## config.mk

```make
export PLATFORM = sky130hd
export DESIGN_NAME = sram_port_arbiter
export DESIGN_NICKNAME = d
export VERILOG_FILES = /design/src/rtl/sram_arb_pkg.sv /design/src/rtl/sram_port_arbiter_rr_pick.sv /design/src/rtl/sram_port_arbiter.sv
export SDC_FILE = /design/constraint.sdc
export NUM_CORES = 1
export LEC_CHECK = 0
export ABC_AREA = 0
export BUFFER_PORTS_ARGS = -buffer_cell sky130_fd_sc_hd__buf_2
export CAP_MARGIN = 20
export CELL_PAD_IN_SITES_DETAIL_PLACEMENT = 0
export CELL_PAD_IN_SITES_GLOBAL_PLACEMENT = 1
export CORE_ASPECT_RATIO = 1.5
export CORE_MARGIN = 2
export CORE_UTILIZATION = 40
export DETAILED_ROUTE_END_ITERATION = 10
export PLACE_DENSITY = 0.84
export SYNTH_ARGS = -nofsm -noshare
export SYNTH_HDL_FRONTEND = slang
export SYNTH_SLANG_ARGS = --single-unit
```

## constraint.sdc

```tcl
create_clock -name clk -period 4.4 [get_ports clk]
set_clock_uncertainty 0.05 [all_clocks]
set_input_delay 0.44 -clock clk [delete_from_list [all_inputs] [get_ports clk]]
set_output_delay 0.44 -clock clk [all_outputs]
set_load 0.005 [all_outputs]
```

## src/rtl/sram_arb_pkg.sv

```systemverilog
// ============================================================================
// Package  : sram_arb_pkg
// Brief    : State encodings, requester indices and defaults for the SRAM arbiter.
// Revision : 1.0
// ============================================================================
`default_nettype none

package sram_arb_pkg;

    localparam logic [2:0] IDLE  = 3'd0;
    localparam logic [2:0] START = 3'd1;
    localparam logic [2:0] WAIT  = 3'd2;
    localparam logic [2:0] ACK   = 3'd3;
    localparam logic [2:0] ABORT = 3'd4;

    localparam int REQ_SLV_WR = 0;
    localparam int REQ_SLV_RD = 1;
    localparam int REQ_MST_WR = 2;
    localparam int REQ_MST_RD = 3;

    localparam int TIMEOUT_DEFAULT = 64;

endpackage

`default_nettype wire

```

## src/rtl/sram_port_arbiter_rr_pick.sv

```systemverilog
// ============================================================================
// Module   : rr_pick
// Brief    : Rotating priority encoder: first eligible index at or above rr_ptr.
// Revision : 1.0
// ============================================================================
`default_nettype none

module rr_pick
    import sram_arb_pkg::*;
#(
    parameter int NREQ = 4,
    parameter int SELW = 2
) (
    input  logic [NREQ-1:0] eligible_i,
    input  logic [SELW-1:0] rr_ptr_i,
    output logic            valid_o,
    output logic [SELW-1:0] idx_o
);

    logic [SELW-1:0] w_cand;

    // Index wrap relies on NREQ == 2**SELW, so the add overflows modulo NREQ.
    always_comb begin
        valid_o = 1'b0;
        idx_o   = '0;
        w_cand  = '0;
        for (int i = 0; i < NREQ; i++) begin
            w_cand = rr_ptr_i + SELW'(i);
            if (!valid_o && eligible_i[w_cand]) begin
                valid_o = 1'b1;
                idx_o   = w_cand;
            end
        end
    end

endmodule

`default_nettype wire

```

## src/rtl/sram_port_arbiter.sv

```systemverilog
// ============================================================================
// Module   : sram_port_arbiter
// Brief    : Round-robin arbiter/sequencer for the shared SRAM port.
//            SRAM_ARB_TIMEOUT_EN adds an op_done watchdog and timeout_err_o.
// Revision : 1.0
// ============================================================================
`default_nettype none

module sram_port_arbiter
    import sram_arb_pkg::*;
#(
    parameter int NREQ    = 4,
    parameter int SELW    = 2,
    parameter int TIMEOUT = TIMEOUT_DEFAULT
) (
    input  logic            clk,
    input  logic            rst_n,
    input  logic [NREQ-1:0] req_i,
    input  logic [NREQ-1:0] ok_i,
    output logic [NREQ-1:0] gnt_o,
    output logic [NREQ-1:0] ack_o,
    output logic            op_start_o,
    output logic [SELW-1:0] op_sel_o,
    input  logic            op_done_i,
    output logic            busy_o
`ifdef SRAM_ARB_TIMEOUT_EN
    ,
    output logic            timeout_err_o
`endif
);

    logic [2:0]      state_q, state_d;
    logic [SELW-1:0] op_sel_q, op_sel_d;
    logic [SELW-1:0] rr_ptr_q, rr_ptr_d;
    logic [NREQ-1:0] gnt_q, gnt_d;
    logic [NREQ-1:0] ack_q, ack_d;
    logic            op_start_q, op_start_d;
    logic            busy_q, busy_d;

    logic            w_pick_valid;
    logic [SELW-1:0] w_pick_idx;
    logic            w_expired;

    rr_pick #(
        .NREQ (NREQ),
        .SELW (SELW)
    ) u_rr_pick (
        .eligible_i (req_i & ok_i),
        .rr_ptr_i   (rr_ptr_q),
        .valid_o    (w_pick_valid),
        .idx_o      (w_pick_idx)
    );

`ifdef SRAM_ARB_TIMEOUT_EN
    localparam int CW = $clog2(TIMEOUT + 1);

    logic [CW-1:0] cnt_q, cnt_d;
    logic          timeout_err_q, timeout_err_d;

    // Counter is zero on entry to START, so START plus WAIT spans TIMEOUT cycles.
    always_comb begin
        cnt_d = cnt_q;
        if (state_q == START || state_q == WAIT) begin
            cnt_d = cnt_q + CW'(1);
        end else begin
            cnt_d = '0;
        end
        w_expired     = (cnt_q == CW'(TIMEOUT - 1));
        timeout_err_d = timeout_err_q | (state_d == ABORT);
    end

    always_ff @(posedge clk or negedge rst_n) begin
        if (!rst_n) begin
            cnt_q         <= '0;
            timeout_err_q <= 1'b0;
        end else begin
            cnt_q         <= cnt_d;
            timeout_err_q <= timeout_err_d;
        end
    end

    assign timeout_err_o = timeout_err_q;
`else
    assign w_expired = 1'b0;
`endif

    // State register, including the registered outputs.
    always_ff @(posedge clk or negedge rst_n) begin
        if (!rst_n) begin
            state_q    <= IDLE;
            op_sel_q   <= '0;
            rr_ptr_q   <= '0;
            gnt_q      <= '0;
            ack_q      <= '0;
            op_start_q <= 1'b0;
            busy_q     <= 1'b0;
        end else begin
            state_q    <= state_d;
            op_sel_q   <= op_sel_d;
            rr_ptr_q   <= rr_ptr_d;
            gnt_q      <= gnt_d;
            ack_q      <= ack_d;
            op_start_q <= op_start_d;
            busy_q     <= busy_d;
        end
    end

    // Next-state logic.
    always_comb begin
        state_d  = state_q;
        op_sel_d = op_sel_q;
        rr_ptr_d = rr_ptr_q;
        case (state_q)
            IDLE: begin
                if (w_pick_valid) begin
                    state_d  = START;
                    op_sel_d = w_pick_idx;
                end
            end
            START, WAIT: begin
                if (op_done_i) begin
                    state_d = ACK;
                end else if (w_expired) begin
                    state_d = ABORT;
                end else begin
                    state_d = WAIT;
                end
            end
            ACK, ABORT: begin
                rr_ptr_d = op_sel_q + SELW'(1);
                state_d  = IDLE;
            end
            default: begin
                state_d = IDLE;
            end
        endcase
    end

    // Outputs decoded from the next state so they appear registered in that state.
    always_comb begin
        gnt_d      = '0;
        ack_d      = '0;
        op_start_d = (state_d == START);
        busy_d     = (state_d != IDLE);
        if (state_d == START || state_d == WAIT || state_d == ACK) begin
            gnt_d[op_sel_d] = 1'b1;
        end
        if (state_d == ACK) begin
            ack_d[op_sel_d] = 1'b1;
        end
    end

    assign gnt_o      = gnt_q;
    assign ack_o      = ack_q;
    assign op_start_o = op_start_q;
    assign op_sel_o   = op_sel_q;
    assign busy_o     = busy_q;

endmodule

`default_nettype wire

```

Word level (Yosys, flattened, before mapping)
Cells that the tools add are included.
Storage, ports and cells
  register bits: 17
  input port bits: 11
  output and inout bits: 12
  word-level logic and storage cells: 63
Cells by class
  add/sub/neg operators: 4
  $lt $le $gt $ge: 6
  equal/unequal tests: 7
  mux-type cells: 25
  bitwise operators: 1
  reductions and logical operators: 13
Operators with widths (count)
  $lt A2 B3 Y1 const B: 5
  $eq A3 B2 Y1 const B: 4
  $mux W2: 6
  $mux W1: 10
  $bmux W1 S2: 4
  $mux W4: 2
  $eq A3 B1 Y1 const B: 2
  $pmux W3 S2: 1
  $add A2 B1 Y2 const B: 2
  $add A2 B2 Y2 const B: 2
  $and A4 B4 Y4: 1
  $logic_and A1 B1 Y1: 4
  $reduce_or A2 Y1: 2
  $eq A3 B3 Y1 const B: 1
  $logic_not A1 Y1: 3
  $logic_not A3 Y1: 1
  $mux W3: 1
  $reduce_bool A3 Y1: 1
  $demux W1 S2: 1
  $ge A2 B1 Y1 const B: 1
  $logic_or A1 B1 Y1: 2

Logic depth before layout (Yosys ltp)
Gate-level depths: netlist of the first run.
  word-level depth: 20
  mapped depth: 6
  depth with buffers taken out: 5

Cells and area by module
A second synthesis of the first run with hierarchy kept.
Second synthesis, totals
  cells, all modules: 88
  area total of the unflattened synthesis: 878.3 um^2
Modules (own cells, without submodules)
  sram_port_arbiter: times used 1, cells an instance 73, area each 800.8 um^2, sequential area each 425.4 um^2
  rr_pick: times used 1, cells an instance 15, area each 77.6 um^2, sequential area each 0.0 um^2

Least setup slack after synthesis of the first run
No wires, ideal clock.
  kind: input-to-reg
  start point: input port req_i[1]
  end point: register op_sel_q[0], in the netlist op_sel_o[0]
  setup time: 0.125 ns
  data arrival time: 1.313 ns
  data required time: 4.225 ns
  slack: 2.913 ns
  stages: 4
  buffers on the path: 0
  path through: nand2_1 -> or3b_4 -> and3_4 -> mux2_2
Between the ends
  word-level cells in the longest chain between the ends: 15
  elaborated cells on any way between the ends: 25
  classes of those cells: mux: 18; bitwise: 1; reduce/logical: 6
RTL lines
  start: declaration: RTL line sram_port_arbiter.sv:18  | input logic [NREQ-1:0] req_i,
  $and A4 B4 Y4 *: RTL line sram_port_arbiter.sv:48  | .eligible_i (req_i & ok_i),
  $bmux W1 S2: RTL line sram_port_arbiter_rr_pick.sv:29  | if (!valid_o && eligible_i[w_cand]) begin
  $mux W1 (not written as such): RTL line sram_port_arbiter_rr_pick.sv:29
  $mux W1: RTL line sram_port_arbiter_rr_pick.sv:29
  $logic_not A1 Y1: RTL line sram_port_arbiter_rr_pick.sv:29
  $logic_and A1 B1 Y1: RTL line sram_port_arbiter_rr_pick.sv:29
  $mux W1: RTL line sram_port_arbiter_rr_pick.sv:29
  $logic_not A1 Y1: RTL line sram_port_arbiter_rr_pick.sv:29
  $logic_and A1 B1 Y1: RTL line sram_port_arbiter_rr_pick.sv:29
  $mux W1: RTL line sram_port_arbiter_rr_pick.sv:29
  $logic_not A1 Y1: RTL line sram_port_arbiter_rr_pick.sv:29
  $logic_and A1 B1 Y1: RTL line sram_port_arbiter_rr_pick.sv:29
  $mux W2 / $mux W1 (equally long branches): RTL line sram_port_arbiter_rr_pick.sv:29
  $mux W2 *: RTL line sram_port_arbiter.sv:115  | if (w_pick_valid) begin
  $mux W2 *: RTL line sram_port_arbiter.sv:113  | case (state_q)
  net op_sel_d[0]: RTL line sram_port_arbiter.sv:33  | logic [SELW-1:0] op_sel_q, op_sel_d;
  end signal: assignment: RTL line sram_port_arbiter.sv:99  | op_sel_q <= op_sel_d;
  end: declaration: RTL line sram_port_arbiter.sv:33
The timed path passes the listed nets; every way through them passes the cells marked *. The select of a mux whose other input is x is not followed.
A chain may end at the register's enable or synchronous reset.

Final worst setup path of the first run
  start point: register state_q[1]
  end point: register op_sel_q[0], in the netlist op_sel_o[0]
Between the ends
  word-level cells in the longest chain between the ends: 2
RTL lines
  start: declaration: RTL line sram_port_arbiter.sv:32  | logic [2:0] state_q, state_d;
  start signal: assignment: RTL line sram_port_arbiter.sv:98  | state_q <= state_d;
  $logic_not A3 Y1: RTL line sram_port_arbiter.sv:113
  $mux W2: RTL line sram_port_arbiter.sv:113
  net op_sel_d[0]: RTL line sram_port_arbiter.sv:33
The timed path passes the listed nets, and every way through them passes these cells.

==> impl_results.md, run 1 <==
* Top cells by count, synth: dfrtp_1, nand2_1, nor2_1
* Syn. warnings at 0
* Mapped cell area at 790 um^2
* Met3 Usage GRT at 1.51%
* Setup crit end: op_sel_o[0]$_DFF_PN0_
* CP Launch Type: register
* Top-area cell type share of the netlist area at a little over half
* Main synth FF type: dfrtp_1
* Unrepaired setup endpoints after global routing: false
* Initial antenna violation count at 0
* Seq/Total Area, Yosys at 53.9%
* Most common cell in the netlist: dfrtp_1
* Layout area overhead at 18.2%
* Via density at 5.48
* Pleak at 0.000479 uW
* FF-to-FF setup slack at 2870 ps
* Starting Density at a little over two fifths
* Final Slew Violations at 0
* ANT nets after route at 0
* Setup-failing EPs final at 0
* Top Usage Layer GRT: met2
* CTS root buf: clkbuf_4
* Final non-filler cell total at 122
* Tmin final at 1530 ps
* Fmax at 655 MHz
* Top post-synthesis cells by area: dfrtp_1, nand2_1, o21ai_0
* FF-to-FF Start: state_q[1]$_DFF_PN0_
* CP Max Fanout at 9
* CTS Buffer Depth at 2
* Max Cap Violations at 0
* Layout Nets at 113
* Overall Global Routing Usage at 16.4%
* Post-CTS resize count at 0
* TritonCTS buffer count at 3
* Met1 usage at 18.9%
* Layout cell share with drive strength beyond 1 at 31.7%
* Grt total ovfl at 0
* Number of synthesized flops with an enable pin at 0
* Synth cell types at 32
* PortBufs at 22
* Critical path class: register to register
* Diodes inserted at 0
* Worst Reg-to-Reg Cells at 3
* Fillers at approximately 190
* Area leader, netlist: dfrtp_1
* Inst Count DP at around 120
* Peak VDD IR at 0.000223 V
* Hold Slack at -14.0 ps
* Cells after Synth at 77
* Reg clk slew, reported paths at 90 ps
* IO Pins at 23
* FP Rows at 19
* Worst endpoint data arrival time at 1680 ps
* Largest net degree at the start of global routing at 18
* TritonCTS clock tree: built
* Post-route DRC at 0
* Cts hold-fix bufs at 0
* Core area at 1850 um^2
* Die Area at 2350 um^2
* Total power at about 540 uW
* Setup TNS Final at 0 ps
* PD cells at 582 nW/um^2
* FF+latch area at 425 um^2
* First-pass GRT wire length at around 2600 um
* Post-DP HPWL at 1190 um
* Syn Nets at 88
* GP Congestion at a little under 0.8
* Routed Wire Length at 1540 um
* GR met2 Demand/Resource at roughly a quarter
* Mapped Avg Cell Area at 10.3 um^2
* Footprint of the multi-input gates at 338 um^2
* Failing checks: negative hold slack
* CP Launch Point: state_q[1]$_DFF_PN0_
* Req. time, crit path at 4550 ps
* Drt pass-1 iters at 4
* WL/cell at 12.6 um
* Crit path capture type: register
* Die H at 58.4 um
* Post-CTS Setup Inserts at 0
* Vias in the first global route at about 620
* Via count at 669
* Die width at between 40 and 50 um
* Outcome: complete, but fails checks
* Ys async rst share at 100%
* CTS sink count at 17
* Synth Register Bits at 17
* Fin. Hold Viols at 17
* DRT iter0 DRCs at 13
* Min-delay worst type: primary input to asynchronous set/reset pin
* Crit share post-route at 34.7%
* R2r endpoint: op_sel_o[0]$_DFF_PN0_
* Clk Latency, worst-skew pair at ~300 ps
* H-tree Lvls at 1
==> per-stage QoR <==
| step | utilization, % | worst slack (ps) | cell area, um^2 |
|---|---|---|---|
| final | 50.3 | 2870 | 933 |
| after global routing | 50.3 | 2780 | 933 |
| after CTS | 50.3 | 2880 | 933 |
| after detailed placement | 48.9 | 2780 | 907 |
| after global placement | 48.9 | 2770 | 907 |
| after floorplan | - | 2910 | 790 |
==> sequential cells by signal (all words and copies together), names as in the netlist <==
signal,cells
state_q,3
rr_ptr_q,2
op_sel_o,2
busy_o,1
gnt_o,4
ack_o,4
op_start_o,1
==> worst max-delay path, stage by stage, from the launching register on <==
cell,delay [ps]
dfrtp_1,480
nor3_1,340
o21ai_1,240
mux2_2,320
==> cell families (layout without fill, tap and decap cells) <==
group	after synthesis	after routing	synth area share, %
flops	17	17	53.9
simple gates	32	32	21.6
buf+inv	4	28	3.33
compound gates	20	20	17.0
mux	2	2	2.69
xor+xnor	1	1	1.11
other cells	1	1	0.475
==> power breakdown <==
group	switching [uW]	internal (uW)	total [uW]
logic	98.9	95.2	194
registers	60.0	204	264
clock network	49.0	35.4	84.4
total	208	335	543
==> cells in the final DEF (no fill, tap or decap), drive strengths merged <==
| cell | synthesis | layout |
|---|---|---|
| inv | 2 | 2 |
| mux2 | 1 | 1 |
| conb | 1 | 1 |
| nand4b | 2 | 2 |
| mux2i | 1 | 1 |
| clkbuf | 0 | 4 |
| o32ai | 1 | 1 |
| xor2 | 1 | 1 |
| a21bo | 1 | 1 |
| a21boi | 2 | 2 |
| nor2 | 5 | 5 |
| o22ai | 3 | 3 |
| nand2b | 3 | 3 |
| buf | 2 | 22 |
| nand3b | 1 | 1 |
| nor3 | 2 | 2 |
| nand2 | 12 | 12 |
| o21ai | 6 | 6 |
| nand3 | 2 | 2 |
| nand4 | 1 | 1 |
| dfrtp | 17 | 17 |
| a21oi | 2 | 2 |
| and3 | 2 | 2 |
| o21a | 1 | 1 |
| or3b | 1 | 1 |
| nor2b | 1 | 1 |
| o211ai | 2 | 2 |
| a32oi | 1 | 1 |
| o31a | 1 | 1 |
==> worst min-delay path by stage <==
stage	depth (start not counted)	slack [ps]	to	from
6_report	1	-10	op_sel_o[0]$_DFF_PN0_	rst_n
5_1_grt	1	20	ack_o[2]$_DFF_PN0_	rst_n
4_1_cts	1	8	op_sel_o[0]$_DFF_PN0_	rst_n
3_5_place_dp	1	340	op_sel_o[1]$_DFF_PN0_	rst_n
3_3_place_gp	1	320	op_sel_o[1]$_DFF_PN0_	rst_n
2_1_floorplan	0	90	ack_o[0]$_DFF_PN0_	rst_n
==> cell type report <==
cell class | count | share of cell area, %
Clock buffer | 4 | 2.82
Tap cell | 21 | 2.82
Sequential cell | 17 | 45.6
Inverter | 2 | 0.804
Timing Repair Buffer | 22 | 11.8
Multi-Input combinational cell | 56 | 36.2
==> routing by layer <==
layer | vias to the layer above | part of all wire [%]
met1 | 309 | 39
met2 | 32 | 52
li1 | 323 | -
met4 | 0 | 4.3
met5 | - | 0
met3 | 5 | 5.3
Power figures use the tool's default switching activity.
==> run 2: changes to the inputs <==
--- a/config.mk
+++ b/config.mk
@@ -12,9 +12,9 @@
 export CELL_PAD_IN_SITES_GLOBAL_PLACEMENT = 1
 export CORE_ASPECT_RATIO = 1.5
 export CORE_MARGIN = 2
-export CORE_UTILIZATION = 40
+export CORE_UTILIZATION = 33
 export DETAILED_ROUTE_END_ITERATION = 10
-export PLACE_DENSITY = 0.84
+export PLACE_DENSITY = 0.75
 export SYNTH_ARGS = -nofsm -noshare
 export SYNTH_HDL_FRONTEND = slang
 export SYNTH_SLANG_ARGS = --single-unit
==> constraint.sdc (replaced) <==
create_clock -name clk -period 1.4 [get_ports clk]
set_clock_uncertainty 0.05 [all_clocks]
set_input_delay 0.14 -clock clk [delete_from_list [all_inputs] [get_ports clk]]
set_output_delay 0.14 -clock clk [all_outputs]
set_load 0.005 [all_outputs]
==> impl_results.md, run 2 (synthesized netlist as in run 1, its figures left out) <==
* Post-route DRC at 0 (unchanged)
* DRT iter0 DRCs at 10 (-3)
* Outcome: complete, but fails checks
* Initial antenna violation count at 0 (unchanged)
* Core area at 2260 um^2 (+22%)
* Logic pwr share at 47.9% (+12 points)
* Overall Global Routing Usage at 13.6% (-2.8 points)
* CTS Buffer Depth at 2 (unchanged)
* Worst Reg-to-Reg Cells at 3 (unchanged)
* IO Pins at 23 (unchanged)
* Reg clk slew, reported paths at 100 ps (about the same)
* Crit share post-route at 102% (+68 points)
* Vias in the first global route at 675 (+8.5%)
* Fmax at 698 MHz (+6.6%)
* Psw at 739 uW (+260%)
* Worst endpoint data arrival time at 1560 ps (-120 ps)
* Min-delay worst type: primary input to register
* CP Launch Type: register
* Pint at 1260 uW (+280%)
* Starting Density at 34.9% (-7.6 points)
* WL/cell at 12.9 um (+2.2%)
* Diodes inserted at 0 (unchanged)
* Failing checks: negative setup slack
* Max Cap Violations at 0 (unchanged)
* Via count at 687 (+2.7%)
* Peak VDD IR at 0.000745 V (+230%)
* Commonest non-fill, non-tap cell in the layout: buf_2
* FP Rows at 21 (+2)
* Grt total ovfl at 0 (unchanged)
* Setup TNS Final at -35.7 ps (-35.7 ps)
* Flop pwr share at 39.4% (-9.3 points)
* Via density at 4.98 (-9.2%)
* Die width at 43.9 um (+9.1%)
* Die H at 63.9 um (+9.4%)
* GP Congestion at 0.721 (-6.9%)
* Worst hold path stage count at 3
* Hold Slack at 125 ps (+139 ps)
* Clock power share at 12.7% (-2.8 points)
* Crit path capture type: register
* Fillers at 230 (+24%)
* CTS root buf: clkbuf_4
* PD cells at 1850 nW/um^2 (+220%)
* Tmin final at 1430 ps (-95.1 ps)
* Req. time, crit path at 1520 ps (-3030 ps)
* Unrepaired setup endpoints after global routing: true
* TritonCTS clock tree: built
* Routed Wire Length at 1780 um (+16%)
* Final core occ at 47.8% (-2.6 points)
* Switching share of power at 37.0% (-1.3 points)
* Drt pass-1 iters at 4 (unchanged)
* CP Max Fanout at 8 (-1)
* Die Area at 2810 um^2 (+19%)
* TritonCTS buffer count at 3 (unchanged)
* PortBufs at 22 (unchanged)
* Largest net degree at the start of global routing at 18 (unchanged)
* ANT nets after route at 0 (unchanged)
* Clk Latency, worst-skew pair at 290 ps (about the same)
* Setup-failing EPs final at 2 (+2)
* Post-DP HPWL at 1290 um (+8.6%)
* Critical path class: register to register
* Fin. Hold Viols at 0 (-17)
* CTS sink count at 17 (unchanged)
* Layout Nets at 127 (+12%)
* Final setup margin at -32.6 ps (-2900 ps)
* Highest-count cells in the layout ignoring fill and taps: buf_2, dfrtp_1, buf_4, nand2_1, nor2_1
* Pleak at 0.000554 uW (+16%)
* Total power at 2000 uW (+270%)
* Layout area overhead at 36.8%
* Layout cell share with drive strength beyond 1 at 46.1% (+14 points)
* H-tree Lvls at 1 (unchanged)
* Final Slew Violations at 0 (unchanged)
* First-pass GRT wire length at 2830 um (+8.8%)
## run 2: changes by cell type in the layout (fill, tap and decap cells not counted), sizes merged
cell,previous run,this run
buf,22,35
dlygate4sd3,0,1
## run 2: through the flow
stage	area [um^2]	setup WS, ps	cells
detailed placement	977	-45.8	129
floorplan	790	-31.6	77
global route	1080	-47.0	138
global placement	977	-32.9	129
finish	1080	-32.6	138
CTS	1050	-30.4	138
## run 2: path summary, 6_finish.rpt
| check | from | to | slack, ps |
|---|---|---|---|
| max | rr_ptr_q[1]$_DFFE_PN0P_ | op_sel_o[0]$_DFF_PN0_ | -30 |
| min | op_done_i | ack_o[0]$_DFF_PN0_ | 120 |
| max reg2reg | rr_ptr_q[1]$_DFFE_PN0P_ | op_sel_o[0]$_DFF_PN0_ | -30 |
| min reg2reg | op_sel_o[0]$_DFF_PN0_ | gnt_o[0]$_DFF_PN0_ | 540 |
| max in group asynchronous | rst_n | rr_ptr_q[1]$_DFFE_PN0P_ | 770 |
| min in group asynchronous | rst_n | ack_o[0]$_DFF_PN0_ | 250 |
## run 2: layout make-up
type                       instances  area (um^2)  share of cell area, %
tap                               23         28.8                   2.67
timing repair buffer              36          218                   20.2
inverter                           2         7.51                  0.695
sequential                        17          428                   39.6
multi-input combinational         56          372                   34.4
clock buffer                       4         26.3                   2.43
## run 2: power by group through the flow
stage,Clock [uW],Combinational [uW],Sequential (uW)
5_1_grt,291,1050,809
6_report,255,957,786
3_3_place_gp,0,787,780
3_5_place_dp,0,796,790
2_1_floorplan,0,497,771
4_1_cts,264,911,778
## run 2: routing by layer
layer | wire, um | GRT usage (%) | vias to the layer above
li1 | - | - | 353
met1 | 701 | 14.9 | 311
met2 | 975 | 23.9 | 21
met3 | 77 | 0.847 | 2
met4 | 28 | 9.09 | 0
met5 | 0 | 0 | -
## run 2: critical path, stage by stage (launching register included)
cell and delay [ps]:
dfrtp_2 460, or3b_4 380, and3_4 180, mux2_2 250
## run 2: timing repair
| action | in CTS | in global routing |
|---|---|---|
| pin swaps | 0 | 2 |
| cloned | 0 | 0 |
| setup buffers | 4 | 0 |
| resized for setup | 3 | 7 |
| hold buffers | 1 | 0 |
| setup endpoints to repair | 6 | 6 |
| hold endpoints to repair | 17 | 0 |
